File: config.mk
export PLATFORM = sky130hd
export DESIGN_NAME = shake_length_tracker
export DESIGN_NICKNAME = d
export VERILOG_FILES = /design/src/rtl/shake_pkg.sv /design/src/rtl/shake_word_pos.sv /design/src/rtl/shake_length_tracker.sv
export SDC_FILE = /design/constraint.sdc
export NUM_CORES = 1
export LEC_CHECK = 0
export ABC_AREA = 1
export CAP_MARGIN = 40
export CORE_MARGIN = 2
export CORE_UTILIZATION = 45
export DETAILED_ROUTE_END_ITERATION = 10
export PLACE_DENSITY_LB_ADDON = 0.05
export SLEW_MARGIN = 0
export SYNTH_ARGS = -nofsm -noshare
export SYNTH_HDL_FRONTEND = slang
export SYNTH_SLANG_ARGS = --single-unit
File: constraint.sdc
create_clock -name clk -period 2.1 [get_ports clk]
set_input_delay 0.42 -clock clk [delete_from_list [all_inputs] [get_ports clk]]
set_output_delay 0.42 -clock clk [all_outputs]
set_load 0.02 [all_outputs]
File: src/rtl/shake_pkg.sv
// Shared types and helpers for the SHAKE message-length tracker.
package shake_pkg;

  // SHAKE variant selected at load time
  typedef enum logic {
    SHAKE128 = 1'b0,
    SHAKE256 = 1'b1
  } shake_mode_t;

  // Rate expressed in W-bit words (1344/64 and 1088/64)
  localparam int unsigned RATE128_WORDS = 21;
  localparam int unsigned RATE256_WORDS = 17;

  // Width of the in-block word index (holds 0..20)
  localparam int unsigned IDX_W = 5;

  // Tracker control states
  typedef enum logic [1:0] {
    ST_IDLE  = 2'd0,
    ST_COUNT = 2'd1,
    ST_DONE  = 2'd2
  } trk_state_t;

  // Number of words per rate block for the given mode
  function automatic logic [IDX_W-1:0] rate_words(input shake_mode_t mode);
    return (mode == SHAKE256) ? IDX_W'(RATE256_WORDS) : IDX_W'(RATE128_WORDS);
  endfunction

endpackage

File: src/rtl/shake_word_pos.sv
// Word position inside the current rate block and completed-block counter.
module shake_word_pos
  import shake_pkg::*;
#(
  parameter int unsigned BLK_CNT_W = 16
) (
  input  logic                 clk,
  input  logic                 rst_n,
  input  logic                 i_clear,
  input  logic                 i_load,
  input  logic                 i_accept,
  input  logic [IDX_W-1:0]     i_rate,
  output logic [IDX_W-1:0]     o_word_idx,
  output logic [BLK_CNT_W-1:0] o_blk_cnt,
  output logic                 o_block_end_c
);

  logic [IDX_W-1:0]     r_word_idx;
  logic [BLK_CNT_W-1:0] r_blk_cnt;
  logic                 w_at_end;

  assign w_at_end      = (r_word_idx == (i_rate - IDX_W'(1)));
  assign o_block_end_c = i_accept && w_at_end;
  assign o_word_idx    = r_word_idx;
  assign o_blk_cnt     = r_blk_cnt;

  // Advance the index per accepted word; wrap at the block end and bump the saturating block count
  always_ff @(posedge clk or negedge rst_n) begin
    if (!rst_n) begin
      r_word_idx <= '0;
      r_blk_cnt  <= '0;
    end else if (i_clear || i_load) begin
      r_word_idx <= '0;
      r_blk_cnt  <= '0;
    end else if (i_accept) begin
      if (w_at_end) begin
        r_word_idx <= '0;
        if (r_blk_cnt != {BLK_CNT_W{1'b1}}) begin
          r_blk_cnt <= r_blk_cnt + BLK_CNT_W'(1);
        end
      end else begin
        r_word_idx <= r_word_idx + IDX_W'(1);
      end
    end
  end

endmodule

File: src/rtl/shake_length_tracker.sv
// SHAKE message-length tracker: counts a loaded bit length down one word per
// accepted transfer and reports word/block position for absorb and padding.
// Optional byte_mask output is enabled with SHAKE_TRACK_BYTEMASK_EN.
module shake_length_tracker
  import shake_pkg::*;
#(
  parameter  int unsigned WIDTH     = 32,
  parameter  int unsigned W         = 64,
  parameter  int unsigned BLK_CNT_W = 16,
  localparam int unsigned VB_W      = $clog2(W + 1)
) (
  input  logic                 clk,
  input  logic                 rst_n,
  input  logic                 i_load,
  input  logic [WIDTH-1:0]     i_len_in,
  input  logic                 i_mode,
  input  logic                 i_clear,
  input  logic                 i_word_valid,
  output logic                 o_word_ready,
  output logic [WIDTH-1:0]     o_remaining,
  output logic [VB_W-1:0]      o_valid_bits,
  output logic [IDX_W-1:0]     o_word_idx,
  output logic [BLK_CNT_W-1:0] o_blk_cnt,
  output logic                 o_last_word,
  output logic                 o_last_block,
  output logic                 o_block_end,
`ifdef SHAKE_TRACK_BYTEMASK_EN
  output logic [W/8-1:0]       o_byte_mask,
`endif
  output logic                 o_done
);

  trk_state_t       r_state;
  trk_state_t       w_state_nxt;
  logic [WIDTH-1:0] r_remaining;
  logic [IDX_W-1:0] r_rate;
  logic             w_accept;
  logic             w_in_count;
  logic             w_fits_word;
  logic [IDX_W-1:0] w_words_left;
  logic [WIDTH-1:0] w_rest_bits;
  logic             w_block_end_c;

  assign w_in_count   = (r_state == ST_COUNT);
  assign o_word_ready = w_in_count;
  assign w_accept     = i_word_valid && w_in_count;
  assign w_fits_word  = (r_remaining <= WIDTH'(W));
  assign w_words_left = r_rate - o_word_idx;
  assign w_rest_bits  = WIDTH'(w_words_left) * WIDTH'(W);
  assign o_remaining  = r_remaining;

  // State register
  always_ff @(posedge clk or negedge rst_n) begin
    if (!rst_n) begin
      r_state <= ST_IDLE;
    end else begin
      r_state <= w_state_nxt;
    end
  end

  // Next state: clear beats load beats the final accept
  always_comb begin
    w_state_nxt = r_state;
    if (i_clear) begin
      w_state_nxt = ST_IDLE;
    end else if (i_load) begin
      w_state_nxt = ST_COUNT;
    end else if (w_accept && w_fits_word) begin
      w_state_nxt = ST_DONE;
    end
  end

  // Remaining-bit counter and rate latch; subtraction saturates at zero
  always_ff @(posedge clk or negedge rst_n) begin
    if (!rst_n) begin
      r_remaining <= '0;
      r_rate      <= IDX_W'(RATE128_WORDS);
    end else if (i_clear) begin
      r_remaining <= '0;
      r_rate      <= IDX_W'(RATE128_WORDS);
    end else if (i_load) begin
      r_remaining <= i_len_in;
      r_rate      <= rate_words(shake_mode_t'(i_mode));
    end else if (w_accept) begin
      r_remaining <= (r_remaining < WIDTH'(W)) ? '0 : (r_remaining - WIDTH'(W));
    end
  end

  shake_word_pos #(
    .BLK_CNT_W (BLK_CNT_W)
  ) u_word_pos (
    .clk           (clk),
    .rst_n         (rst_n),
    .i_clear       (i_clear),
    .i_load        (i_load),
    .i_accept      (w_accept && !i_clear && !i_load),
    .i_rate        (r_rate),
    .o_word_idx    (o_word_idx),
    .o_blk_cnt     (o_blk_cnt),
    .o_block_end_c (w_block_end_c)
  );

  // Status outputs, forced low outside COUNT except done
  always_comb begin
    o_valid_bits = '0;
    o_last_word  = 1'b0;
    o_last_block = 1'b0;
    o_block_end  = 1'b0;
    o_done       = (r_state == ST_DONE);
    if (w_in_count) begin
      o_valid_bits = (r_remaining < WIDTH'(W)) ? VB_W'(r_remaining) : VB_W'(W);
      o_last_word  = w_fits_word;
      o_last_block = (r_remaining <= w_rest_bits);
      o_block_end  = w_block_end_c;
    end
  end

`ifdef SHAKE_TRACK_BYTEMASK_EN
  logic [VB_W:0] w_nbytes;

  assign w_nbytes = ((VB_W+1)'(o_valid_bits) + (VB_W+1)'(7)) >> 3;

  // One bit per byte lane that carries message bits
  always_comb begin
    o_byte_mask = '0;
    for (int i = 0; i < int'(W / 8); i++) begin
      o_byte_mask[i] = ((VB_W+1)'(i) < w_nbytes);
    end
  end
`endif

endmodule
==> summary.txt <==
Run status
  – Status: complete, but fails checks
  – Failing checks: negative setup slack

Power and ir drop
  – P_leak: 3.03 nW
  – PwrDens: 519 mW/mm^2
  – Total power: 3.25 mW
  – Worst vdd ir: 0.265 mV

Finish
  – Area growth syn-to-layout: 52.0%
  – Post-layout util: 71.3%
  – Fillers: 731
  – N_diodes: 0
  – Footprint of the multi-input gates: 0.00248 sq mm
  – Final non-filler cell area: 0.00627 sq mm
  – Final nets: 861
  – Layout cells sized above 1: 23.0%
  – Seq. cell area: 0.00141 sq mm
  – Commonest non-fill, non-tap cell in the layout: nand2_1
  – Commonest non-fill, non-tap cells in the layout: nand2_1, buf_4, clkdlybuf4s50_1, nor2_1, inv_1
  – Non-filler instance count after layout: 920

Clock tree
  – Clock Latency Late Sink: 0.32 ns
  – Clk root buf: clkbuf_8
  – Maximum clock insertion buffer count: 2
  – Num CTS Buffers: 5
  – CTS tree: done
  – Htree depth: 2
  – CTS sink count: 56
  – Clock Pin Slew Worst Setup and Hold Paths: 0.11 ns

Timing
  – Final setup fails: 9
  – Final Hold Fails: 0
  – Fin crit period: 2.89 ns
  – Clock skew: 0.0124 ns
  – Fin worst setup slack: -0.790 ns
  – Number of max-slew violations in the final report: 0
  – Worst rel slew slack: 65.0%
  – Period utilization: 138%
  – RSZ-0062 raised after global routing: true
  – Worst Tran Pin Value: 0.525 ns
  – Peak Freq: 346 MHz

Floorplanning
  – Ports: 103
  – Die Area: 0.00996 sq mm
  – Die Ht: 99.8 um
  – Initial Util: 46.9%
  – Row cnt: 34
  – Core area: 0.00881 sq mm
  – Die X: 99.8 um

Setup path
  – Startpoint Class: flop
  – Worst path max stage delay: 0.56 ns
  – Data arrival, critical path: 2.47 ns
  – Critical path class: flop to primary output
  – Required @ worst endpoint: 1.68 ns
  – Slowest CP cell: dfstp_2
  – CP Max Fanout: 2
  – Crit path capture type: primary output
  – CP Cell Sequence: inv_2, fa_2, xnor2_2, ha_1, nand2_1, inv_2, o21ai_1, nand2_1, a21oi_2, nor2_2, nor3_4, buf_6

Placement
  – Dpl hpwl: 9670 um
  – Port Buf Inserts: 102
  – Routability cong.: 0.908
  – Cells after DPL: 897
  – Cell Area, Placed: 0.00591 sq mm

Job
  – MaxCap Viol Count: 0

Route
  – Wire per inst: 14.2 um
  – Via-per-instance ratio: 5.16
  – Total number of vias: 4751
  – Post-route ant nets: 0
  – Routed wire length: 13000 um
  – DRC viols: 0
  – DR pass1 iterations: 5
  – Initial DRC Count: 201

Logic synthesis
  – Synthesized flop and latch total: 56
  – Post-Syn Instances: 613
  – Avg Inst Size Synth: 6.73 sq um
  – Mapped cell area: 0.00413 sq mm
  – Synth warnings: 0
  – Seq/Total Area, Yosys: 34.0%
  – Netlist cell types: 38
  – Post-synth net total: 663

Global route
  – Largest net degree at the start of global routing: 48
  – Initial antenna violation count: 0
  – Total GRT Usage: 26.3%
  – Vias in the first global route: 4674
  – First-pass GRT wire length: 21200 um
  – GRT overflow: 0

Worst hold path
  – Hold Path Class: primary input to asynchronous set/reset pin
==> timing repair <==
action	4_1_cts	5_1_grt
resized for setup	72	38
endpoints found under the setup margin	11	12
pin swaps	5	23
hold buffers	0	0
buffers inserted	7	10
==> cell families (layout without fill, tap and decap cells) <==
kind of cell | Yosys count | after routing | share of synthesized area, %
fa+ha+maj | 12 | 12 | 3.82
compound gates | 72 | 72 | 10.4
simple gates | 359 | 359 | 38.2
buf+inv | 96 | 295 | 9.79
xor+xnor | 18 | 18 | 3.82
flops | 56 | 56 | 34.0
==> critical path, delay by kind of cell (launching register included) <==
family          cells  cell delay (ns)
xor+xnor            1             0.14
fa+ha+maj           2             0.66
buf+inv             3             0.23
compound gates      2             0.21
flops               1             0.56
simple gates        4             0.37
==> power breakdown <==
| part | leakage [nW] | switching [mW] | internal [mW] |
|---|---|---|---|
| Clock | 0.0455 | 0.372 | 0.271 |
| Combinational | 2.26 | 0.729 | 0.655 |
| Sequential | 0.732 | 0.0691 | 1.16 |
| Total | 3.03 | 1.17 | 2.08 |
==> flip-flops by register name, indices dropped and copies added (netlist names) <==
name                   cells
o_remaining               32
r_rate                     1
r_state                    2
u_word_pos.o_blk_cnt      16
u_word_pos.o_word_idx      5
==> synthesized netlist by cell type <==
library cell | number | area share [%]
nand2_1 | 179 | 16
nor2_1 | 92 | 8.4
inv_1 | 79 | 7.2
dfrtp_1 | 55 | 33
nand3_1 | 37 | 4.5
a21oi_1 | 23 | 2.8
o21ai_0 | 20 | 2.4
xor2_1 | 15 | 3.2
nand4_1 | 14 | 2.1
nor3_1 | 12 | 1.5
ha_1 | 11 | 3.3
buf_2 | 8 | 0.97
nor2_2 | 8 | 1.2
a22oi_1 | 7 | 1.3
nor2_4 | 7 | 1.9
o21ai_1 | 7 | 0.85
o21bai_1 | 7 | 1.3
buf_6 | 4 | 1.1
inv_2 | 3 | 0.27
xnor2_1 | 3 | 0.64
a31o_2 | 2 | 0.42
nand2_2 | 2 | 0.30
nand3_2 | 2 | 0.49
nand3b_1 | 2 | 0.36
a21boi_0 | 1 | 0.18
buf_4 | 1 | 0.18
clkbuf_1 | 1 | 0.091
dfstp_2 | 1 | 0.64
fa_1 | 1 | 0.49
nand2_4 | 1 | 0.27
nand3b_2 | 1 | 0.27
nor2_8 | 1 | 0.49
nor4_1 | 1 | 0.15
o21a_1 | 1 | 0.18
o21ai_2 | 1 | 0.21
o21ai_4 | 1 | 0.39
o21bai_2 | 1 | 0.27
o22ai_1 | 1 | 0.15
==> layer usage <==
layer,wire [um],up-vias,part of all wire (%),track usage (%)
met1,5370,2208,41,32.3
met2,6540,161,50,46.8
met5,0,-,0,0
li1,-,2343,-,-
met3,719,39,5.5,3.90
met4,403,0,3.1,9.69
==> area by class of cell <==
type,count,share of cell area [%]
Multi-Input combinational cell,461,39.6
Timing Repair Buffer,205,29.5
Inverter,82,4.91
Clock buffer,8,1.44
Tap cell,108,2.15
Sequential cell,56,22.4
==> worst paths after layout <==
path | startpoint | depth (start not counted) | endpoint | slack [ns]
min in group clk | u_word_pos.o_blk_cnt[15]$_DFFE_PN0P_ | 2 | u_word_pos.o_blk_cnt[15]$_DFFE_PN0P_ | 0.56
hold / removal | rst_n | 1 | o_remaining[5]$_DFFE_PN0P_ | 0.06
setup / recovery | r_rate[2]$_DFFE_PN1N_ | 12 | o_last_block | -0.79
hold reg to reg | u_word_pos.o_blk_cnt[15]$_DFFE_PN0P_ | 2 | u_word_pos.o_blk_cnt[15]$_DFFE_PN0P_ | 0.56
setup reg to reg | o_remaining[8]$_DFFE_PN0P_ | 15 | r_state[0]$_DFFE_PN0P_ | 0.06
max in group asynchronous | rst_n | 2 | u_word_pos.o_blk_cnt[13]$_DFFE_PN0P_ | 1.32
==> through the flow <==
stage          hold WS [ns]  setup TNS [ns]  setup slack, ns
2_1_floorplan         0.124          -0.289           -0.289
3_3_place_gp          0.412           -2.60           -0.872
3_5_place_dp          0.423           -3.06           -0.928
4_1_cts              0.0733           -1.33           -0.792
5_1_grt               0.106           -2.05           -0.897
6_report             0.0576           -1.39           -0.790
Note: power is estimated with default switching activity, not from simulation.
